### src/rtl/instr_fetch_decode.sv
// Instruction fetch + decode: drives the synchronous ROM, absorbs its 1-cycle latency
// with a 2-entry buffer, and hands decoded RV32 fields to the pipeline over valid/ready.
module instr_fetch_decode #(
    parameter int          ADDR_W   = 10,
    parameter logic [31:0] RESET_PC = 32'h0000_0000
) (
    input  logic              clk,
    input  logic              rst,
    output logic [ADDR_W-1:0] rom_addr,
    input  logic [31:0]       rom_instr,
    input  logic              redirect_valid,
    input  logic [31:0]       redirect_pc,
    output logic              out_valid,
    input  logic              out_ready,
    output logic [31:0]       out_pc,
    output logic [31:0]       out_instr,
    output logic [2:0]        out_class,
    output logic [4:0]        out_rd,
    output logic [4:0]        out_rs1,
    output logic [4:0]        out_rs2,
    output logic [2:0]        out_funct3,
    output logic [6:0]        out_funct7,
    output logic [31:0]       out_imm,
    output logic              out_illegal
);

    localparam logic [2:0] CLS_R      = 3'd0;
    localparam logic [2:0] CLS_I_IMM  = 3'd1;
    localparam logic [2:0] CLS_LOAD   = 3'd2;
    localparam logic [2:0] CLS_STORE  = 3'd3;
    localparam logic [2:0] CLS_BRANCH = 3'd4;
    localparam logic [2:0] CLS_JAL    = 3'd5;
    localparam logic [2:0] CLS_ILL    = 3'd7;

    typedef enum logic {RUN, FLUSH} state_t;

    typedef struct packed {
        logic [31:0] pc;
        logic [31:0] instr;
        logic [2:0]  cls;
        logic [31:0] imm;
    } entry_t;

    function automatic entry_t decode(input logic [31:0] i, input logic [31:0] pc);
        entry_t     e;
        logic [2:0] f3;
        logic [6:0] f7;
        f3      = i[14:12];
        f7      = i[31:25];
        e.pc    = pc;
        e.instr = i;
        e.cls   = CLS_ILL;
        e.imm   = '0;
        case (i[6:0])
            7'b0110011: begin
                if (f7 == 7'h00 || (f7 == 7'h20 && (f3 == 3'd0 || f3 == 3'd5)))
                    e.cls = CLS_R;
            end
            7'b0010011: begin
                e.cls = CLS_I_IMM;
                e.imm = {{20{i[31]}}, i[31:20]};
            end
            7'b0000011: begin
                if (f3 == 3'b010) begin
                    e.cls = CLS_LOAD;
                    e.imm = {{20{i[31]}}, i[31:20]};
                end
            end
            7'b0100011: begin
                if (f3 == 3'b010) begin
                    e.cls = CLS_STORE;
                    e.imm = {{20{i[31]}}, i[31:25], i[11:7]};
                end
            end
            7'b1100011: begin
                if (f3 != 3'd2 && f3 != 3'd3) begin
                    e.cls = CLS_BRANCH;
                    e.imm = {{19{i[31]}}, i[31], i[7], i[30:25], i[11:8], 1'b0};
                end
            end
            7'b1101111: begin
                e.cls = CLS_JAL;
                e.imm = {{11{i[31]}}, i[31], i[19:12], i[20], i[30:21], 1'b0};
            end
            default: ;
        endcase
        return e;
    endfunction

    state_t            state, state_d;
    logic [31:0]       pc, inflight_pc;
    logic              inflight;
    entry_t [1:0]      fifo;
    logic              head;
    logic [1:0]        count;
    logic              pop, push, fire;
    logic [2:0]        occ;
    logic              tail;
    entry_t            hd;

    assign rom_addr  = pc[ADDR_W+1:2];
    assign out_valid = (count != 2'd0);
    assign pop       = out_valid && out_ready;
    assign tail      = head ^ count[0];
    assign hd        = fifo[head];

    // FLUSH only blocks capture of a stale ROM word; the target fetch starts right away.
    always_comb begin
        state_d = state;
        push    = 1'b0;
        occ     = {1'b0, count} + {2'b0, inflight} - {2'b0, pop};
        fire    = !redirect_valid && (occ < 3'd2);
        if (redirect_valid) begin
            state_d = FLUSH;
        end else begin
            case (state)
                RUN:     push = inflight;
                FLUSH:   state_d = RUN;
                default: state_d = RUN;
            endcase
        end
    end

    always_ff @(posedge clk) begin
        if (rst) begin
            state       <= RUN;
            pc          <= RESET_PC;
            inflight    <= 1'b0;
            inflight_pc <= '0;
            fifo        <= '0;
            head        <= 1'b0;
            count       <= 2'd0;
        end else begin
            state <= state_d;
            if (redirect_valid) begin
                pc       <= redirect_pc & ~32'd3;
                inflight <= 1'b0;
                head     <= 1'b0;
                count    <= 2'd0;
            end else begin
                inflight <= fire;
                if (fire) begin
                    inflight_pc <= pc;
                    pc          <= pc + 32'd4;
                end
                if (push)
                    fifo[tail] <= decode(rom_instr, inflight_pc);
                if (pop)
                    head <= ~head;
                count <= count + {1'b0, push} - {1'b0, pop};
            end
        end
    end

    // Data outputs read as zero whenever nothing is presented.
    always_comb begin
        out_pc      = '0;
        out_instr   = '0;
        out_class   = '0;
        out_imm     = '0;
        out_illegal = 1'b0;
        if (out_valid) begin
            out_pc      = hd.pc;
            out_instr   = hd.instr;
            out_class   = hd.cls;
            out_imm     = hd.imm;
            out_illegal = (hd.cls == CLS_ILL);
        end
    end

    assign out_rd     = out_instr[11:7];
    assign out_rs1    = out_instr[19:15];
    assign out_rs2    = out_instr[24:20];
    assign out_funct3 = out_instr[14:12];
    assign out_funct7 = out_instr[31:25];

endmodule
### config.mk
export PLATFORM = sky130hd
export DESIGN_NAME = instr_fetch_decode
export DESIGN_NICKNAME = d
export VERILOG_FILES = /design/src/rtl/instr_fetch_decode.sv
export SDC_FILE = /design/constraint.sdc
export NUM_CORES = 1
export LEC_CHECK = 0
export BUFFER_PORTS_ARGS = -buffer_cell sky130_fd_sc_hd__clkbuf_2
export CAP_MARGIN = 20
export CORE_UTILIZATION = 55
export DETAILED_ROUTE_END_ITERATION = 10
export PLACE_DENSITY = 0.86
export SETUP_SLACK_MARGIN = 0.3
export SYNTH_ARGS = -nofsm -noshare
export SYNTH_HDL_FRONTEND = slang
export SYNTH_SLANG_ARGS = --single-unit
export TNS_END_PERCENT = 1
### constraint.sdc
create_clock -name clk -period 5.5 [get_ports clk]
set_input_delay 0.825 -clock clk [delete_from_list [all_inputs] [get_ports clk]]
set_output_delay 0.825 -clock clk [all_outputs]
set_load 0.03 [all_outputs]
==> results.py, run 1 <==
metrics = {
    "sta": {
        "setup_viol": 0,
        "max_slew_margin_pct": 32.9,
        "rsz0062_at_grt": "false",
        "fmax_ghz": 0.284,
        "whs_ns": 0.453,
        "worstMarginPinSlew_ns": 1.00,
        "finalCritPeriodShare_pct": 64.0,
        "drv_slew": 0,
        "layout_min_cycle_time_ns": 3.52,
        "hold_viol_final": 0,
        "finClkSkew_ns": 0.00819,
        "fin_tns_setup_ns": 0,
    },
    "clocking": {
        "clk_latency_ns": 0.50,
        "cts_tree": "built",
        "clock_sinks": 237,
        "htreeDepth": 1,
        "cts_hold_buffers": 0,
        "root_buffer": "clkbuf_16",
        "cts_buffer_depth": 3,
        "clk_pin_slew_ns": 0.06,
        "ctsResizeCount": 0,
        "numCtsBuffers": 24,
        "post_cts_buffers": 0,
    },
    "die": {
        "core-area_mm2": 0.0195,
        "die_area_mm2": 0.0204,
        "initial_core_util_pct": 56.0,
        "die_y_um": 143,
        "rows": 51,
        "ioPinCount": 204,
        "die_w_um": 143,
    },
    "setup_path": {
        "worstSetupStartpointType": "register",
        "reg2reg_from": "count[1]",
        "crit_required_ns": 4.68,
        "cp-endpoint": "out_illegal",
        "worstPathArrival_ns": 2.70,
        "startpoint": "head",
        "rr_endpoint": "inflight_pc[11]",
        "endpoint_kind": "output port",
        "r2r_slack_ns": 2.25,
        "worstSetupPathType": "register to output port",
        "reg2reg_depth": 10,
        "cp_max_fo": 52,
    },
    "run_status": {
        "status": "complete, no violations",
    },
    "yosys": {
        "yosys.area.top_type": "dfxtp_1",
        "yosysWarnings": 0,
        "syn_area_mm2": 0.0109,
        "ys_ff_latch": 237,
        "async_flop_share_pct": 0,
        "synth_edf_count": 0,
        "syn_area_per_cell_um2": 7.84,
        "synthTopCellsByArea": "dfxtp_1, nand2_1, mux2i_1, a21oi_1, nor2_1",
        "synth_seq_area_share_pct": 43.5,
        "yosysUniqueCellTypes": 58,
        "syn_inst": 1390,
        "synth_top_area_share_pct": 43.5,
        "synth_ff_type": "dfxtp_1",
    },
    "global_routing": {
        "grt_max_degree": 125,
        "top_usage_layer": "met2",
        "gr-total-overflow": 0,
        "grt_pass1_vias": 8861,
        "grt_antenna_before_repair": 0,
        "grt_pass1_wl_mm": 43.8,
        "grtUsageMet1_pct": 36.4,
        "grt_util_met3_pct": 4.29,
        "grt_util_all_layers_pct": 26.6,
        "use_met2_pct": 42.6,
    },
    "power": {
        "peakVddDrop_v": 0.000208,
        "p_sw_uw": 855,
        "power.total_uw": 3590,
        "p_comb_share_pct": 6.7,
        "p_int_uw": 2730,
        "pwr-share-seq_pct": 50.2,
        "p_per_area_mw_per_mm2": 288,
        "cellLeakagePower_uw": 0.00436,
        "switching_share_pct": 23.8,
        "clock_power_share_pct": 43.1,
    },
    "place": {
        "place.gp.congestion": 0.898,
        "dp_hpwl_mm": 17.9,
        "dp_cells": 1725,
        "numPortBuffers": 199,
    },
    "detailed_routing": {
        "routed-via-count": 9797,
        "routed_wl_mm": 27.5,
        "route.detailed.drc": 0,
        "viasPerCell": 5.54,
        "drtAntennaViolNets": 0,
        "dr.pass1.iters": 5,
        "drt_iter0_drc": 848,
        "routedWlPerCell_um": 15.5,
    },
    "layout": {
        "fin_util_pct": 64.0,
        "nNetsFinal": 1560,
        "seq_area_mm2": 0.00475,
        "layoutNonFillerInstCount": 1769,
        "multiInputGateArea_mm2": 0.00541,
        "final_cell_mix": "nand2_1, dfxtp_1, clkbuf_2, a21oi_1, nor2_1",
        "fillers": 1606,
        "syn_to_final_growth_pct": 14.3,
        "diodes": 0,
        "drive_gt1_share_pct": 18.2,
        "final_common_cell": "nand2_1",
    },
    "worst_hold_path": {
        "worst_hold_path_type": "register to register",
    },
    "flow_run": {
        "maxCapViolCount": 0,
    },
}
[how the worst min path moves through the flow]
stage               startpoint         to  slack (ns)  cells past startpoint
finish               fifo[160]  fifo[160]        0.45                      2
global route         fifo[187]  fifo[187]        0.47                      2
CTS                  fifo[160]  fifo[160]        0.45                      2
detailed placement    fifo[39]   fifo[39]        0.45                      2
global placement      fifo[48]   fifo[48]        0.44                      2
floorplan             fifo[35]   fifo[35]        0.44                      2
[area by class of cell]
class | count | area share (%)
clock buffers | 35 | 5.72
clock inverters | 6 | 0.271
inverters | 10 | 0.301
multi-input cells | 1000 | 43.4
flip-flops and latches | 237 | 38.1
well taps | 265 | 2.66
repair buffers | 216 | 9.49
[metal layers]
| layer | vias up | share of wire, % | wire length (µm) |
|---|---|---|---|
| li1 | 4820 | - | - |
| met2 | 339 | 46 | 12800 |
| met4 | 0 | 2.5 | 678 |
| met1 | 4588 | 44 | 12100 |
| met3 | 50 | 7.1 | 1950 |
| met5 | - | 0 | 0 |
[synthesized netlist by cell type (all sizes together), types with 2 or more instances]
library cell and number:
nand2 357, dfxtp 237, a21oi 166, nor2 153
mux2i 88, buf 74, clkbuf 70, a211oi 32
o21ai 27, nor3 20, nand3b 19, xnor2 16
xor2 16, nand4 14, nand3 11, nor4 11
inv 10, nor3b 9, a221o 8, and3 5
a311oi 4, a31oi 4, o31ai 4, or3 4
nand2b 3, a21o 2, a32oi 2, and2 2
ha 2, nor2b 2, o21bai 2, or4 2
[metrics by stage]
stage          setup slack (ns)  instance area [µm²]
2_1_floorplan              2.43                10900
3_3_place_gp               2.00                11600
3_5_place_dp               1.96                11600
4_1_cts                    1.94                12400
5_1_grt                    1.83                12500
6_report                   1.98                12500
[flip-flops by register name, summed over array words and instances (netlist names)]
signal       cells
fifo           172
inflight_pc     30
pc              30
inflight         1
state            1
count            2
head             1
[power groups by stage]
stage | clock network, µW | registers [µW] | logic (µW)
2_1_floorplan | 0 | 1820 | 167
3_3_place_gp | 0 | 1830 | 230
3_5_place_dp | 0 | 1840 | 234
4_1_cts | 1570 | 1800 | 235
5_1_grt | 1640 | 1800 | 263
6_report | 1540 | 1800 | 241
[kinds of logic (layout without fill, tap and decap cells)]
| kind of cell | Yosys count | count (layout) | synth area share (%) |
|---|---|---|---|
| flip-flops | 237 | 237 | 43.5 |
| XOR/XNOR | 32 | 32 | 2.74 |
| other | 1 | 2 | 0.0344 |
| buffers and inverters | 154 | 267 | 7.15 |
| multiplexers | 89 | 89 | 8.18 |
| AO/OA/AOI/OAI | 255 | 255 | 13.5 |
| adder cells (fa/ha/maj) | 3 | 3 | 0.413 |
| AND/OR/NAND/NOR | 619 | 619 | 24.5 |
[worst max-delay path: stages, from the launching register on]
cell	delay, ns
dfxtp_4	0.95
buf_4	0.51
mux2i_1	0.38
nor3_1	0.09
clkbuf_2	0.23
Note: power is estimated with default switching activity, not from simulation.
==> run 2, diff against run 1 <==
- ABC_AREA: default -> 1
- clock period: 5.5 -> 3.6 ns (I/O delays scaled with it)
==> results.py, run 2 <==
metrics = {
    "power": {
        "cellLeakagePower_uw": 0.00613,
        "p_per_area_mw_per_mm2": 458,
        "peakVddDrop_v": 0.000311,
    },
    "yosys": {
        "syn_area_per_cell_um2": 6.66,
        "synth_seq_area_share_pct": 41.4,
        "yosysWarnings": 0,
        "synth_top_area_share_pct": 41.4,
        "synthTopCellsByArea": "dfxtp_1, nand2_1, nor2_1, o21ai_0, a21oi_1",
        "synth_ff_type": "dfxtp_1",
        "yosys.area.top_type": "dfxtp_1",
        "synth_xor_area_share_pct": 0.688,
        "synth-simple-area-share_pct": 28.0,
        "async_flop_share_pct": 0,
        "synthTopCellsByCount": "nand2_1, nor2_1, dfxtp_1, o21ai_0, a21oi_1",
        "synth_top_family_by_area": "simple AND/OR/NAND/NOR gates",
        "synth_edf_count": 0,
        "muxShareOfSynthArea_pct": 0,
        "syn_inst": 1721,
        "synthAdderAreaFrac_pct": 0.393,
        "yosysUniqueCellTypes": 33,
        "synth_most_common_cell": "nand2_1",
        "ys_ff_latch": 237,
        "synth-compound-area-share_pct": 17.1,
        "syn_area_mm2": 0.0115,
    },
    "layout": {
        "final_cell_mix": "nand2_1, nor2_1, dfxtp_1, o21ai_0, clkbuf_2",
        "top_regs": "fifo (172), inflight_pc (30), pc (30)",
        "largest_reg_flops": 172,
        "diodes": 0,
        "nNetsFinal": 1887,
        "drive_gt1_share_pct": 16.1,
        "syn_to_final_growth_pct": 13.3,
        "top_register": "fifo",
        "final_common_cell": "nand2_1",
        "stdcell_area_mm2": 0.0130,
    },
    "die": {
        "die_y_um": 146,
        "ioPinCount": 204,
        "rows": 52,
        "die_w_um": 146,
        "initial_core_util_pct": 56.4,
        "core-area_mm2": 0.0203,
        "die_area_mm2": 0.0214,
    },
    "sta": {
        "worstMarginPinSlew_ns": 0.857,
        "rsz0062_at_grt": "true",
        "hold_viol_final": 0,
        "drv_slew": 0,
        "finClkSkew_ns": 0.0102,
        "finalCritPeriodShare_pct": 89.0,
        "max_slew_margin_pct": 42.9,
        "fin_tns_setup_ns": 0,
        "fmax_ghz": 0.312,
        "finalWorstSetupSlack_ns": 0.397,
        "setup_viol": 0,
        "layout_min_cycle_time_ns": 3.20,
    },
    "clocking": {
        "clk_pin_slew_ns": 0.06,
        "clock_sinks": 237,
        "numCtsBuffers": 25,
        "cts_tree": "built",
        "post_cts_buffers": 0,
        "cts_hold_buffers": 0,
        "htreeDepth": 1,
        "clk_latency_ns": 0.52,
        "root_buffer": "clkbuf_16",
        "cts_buffer_depth": 3,
    },
    "detailed_routing": {
        "drtAntennaViolNets": 0,
        "routedWlPerCell_um": 15.5,
        "viasPerCell": 5.44,
        "routed-via-count": 11400,
        "drt_iter0_drc": 896,
        "routed_wl_mm": 32.6,
        "dr.pass1.iters": 7,
        "route.detailed.drc": 0,
    },
    "setup_path": {
        "worst-path-buf-inv": 2,
        "reg2reg_from": "count[1]",
        "crit_path_cell_trace": "buf_4 -> nand2_1 -> a21oi_1 -> clkbuf_2",
        "cpLargestDelayFamily": "flip-flops",
        "worstSetupStartpointType": "register",
        "startpoint": "head",
        "endpoint_kind": "output port",
        "crit_required_ns": 3.06,
        "slowest_delay_ns": 0.84,
        "cp_max_fo": 70,
        "worstSetupPathType": "register to output port",
        "cpMaxStageDelayCell": "dfxtp_4",
        "worstPathArrival_ns": 2.66,
    },
    "global_routing": {
        "grt_max_degree": 114,
        "grt_antenna_before_repair": 0,
        "grt_pass1_wl_mm": 52.2,
        "gr-total-overflow": 0,
        "grt_util_all_layers_pct": 29.9,
        "grt_pass1_vias": 10500,
    },
    "place": {
        "placement.cell_area_mm2": 0.0121,
        "numPortBuffers": 199,
        "pre_cts_ws_ns": 0.694,
        "dp_hpwl_mm": 21.4,
        "place.gp.congestion": 0.947,
    },
    "flow_run": {
        "maxCapViolCount": 0,
    },
    "worst_hold_path": {
        "min_from": "redirect_pc[7]",
        "worst_hold_path_type": "input pin to register",
    },
    "run_status": {
        "status": "complete, no violations",
    },
}
[run 2: cell types whose count changed after synthesis, sizes merged, moves of 32 or more]
cell	before	now
inv	10	154
nor2	153	342
mux2i	88	0
a211oi	32	0
o21ai	27	226
nand3	11	63
[run 2: final cells by class]
cell class / instances / area [µm²]
fill: 1789 / 7320
multi-input combinational: 1181 / 5320
sequential: 237 / 4750
timing repair buffer: 217 / 1170
clock buffer: 33 / 686
inverter: 154 / 579
tap: 270 / 338
clock inverter: 11 / 146
[run 2: path summary, 6_finish.rpt]
path / end / slack [ns] / cells after the start
max: out_pc[23] / 0.40 / 4
min: pc[7] / 0.24 / 3
max reg2reg: pc[17] / 0.66 / 16
min reg2reg: inflight_pc[9] / 0.49 / 2
[run 2: report_power, final]
part	internal (µW)	leakage, µW	switching [µW]
registers	2730	0.00193	83.2
logic	152	0.00380	347
clock network	1560	0.000403	1070
[run 2: routing by layer]
layer  wire, µm  part of all wire, %  vias to the layer above  track usage [%]
met1      12600                   39                     5166             36.4
met2      15700                   48                      556             51.1
met4       1760                  5.4                        0             15.8
li1           -                    -                     5607                -
met3       2590                  7.9                      102             4.25
met5          0                    0                        -                0
[run 2: cell families after synthesis]
group                    Yosys count
AO/OA/AOI/OAI                    386
flip-flops                       237
other                              1
AND/OR/NAND/NOR                  781
adder cells (fa/ha/maj)            3
buffers and inverters            304
XOR/XNOR                           9
[run 2: timing repair]
item,CTS,global route
setup endpoints to repair,0,14
endpoints found under the hold margin,0,0
resized for setup,0,1
[run 2: per-stage QoR]
step	power (µW)	std cells	util, %	hold slack, ns
6_report	5940	2103	63.9	0.241
4_1_cts	5960	2103	63.9	0.228
5_1_grt	6130	2103	63.9	0.249
3_5_place_dp	3360	2059	59.8	0.475
2_1_floorplan	3190	1722	-	0.450
3_3_place_gp	3340	2059	59.8	0.468
[run 2: worst register-to-register path: cells and delay by family (launching register included)]
kind                       cells  cell delay [ns]
and+or+nand+nor                8             0.95
buffers and inverters          4             0.58
DFF                            1             0.49
adders and majority gates      1             0.44
AOI/OAI and AO/OA              3             0.36
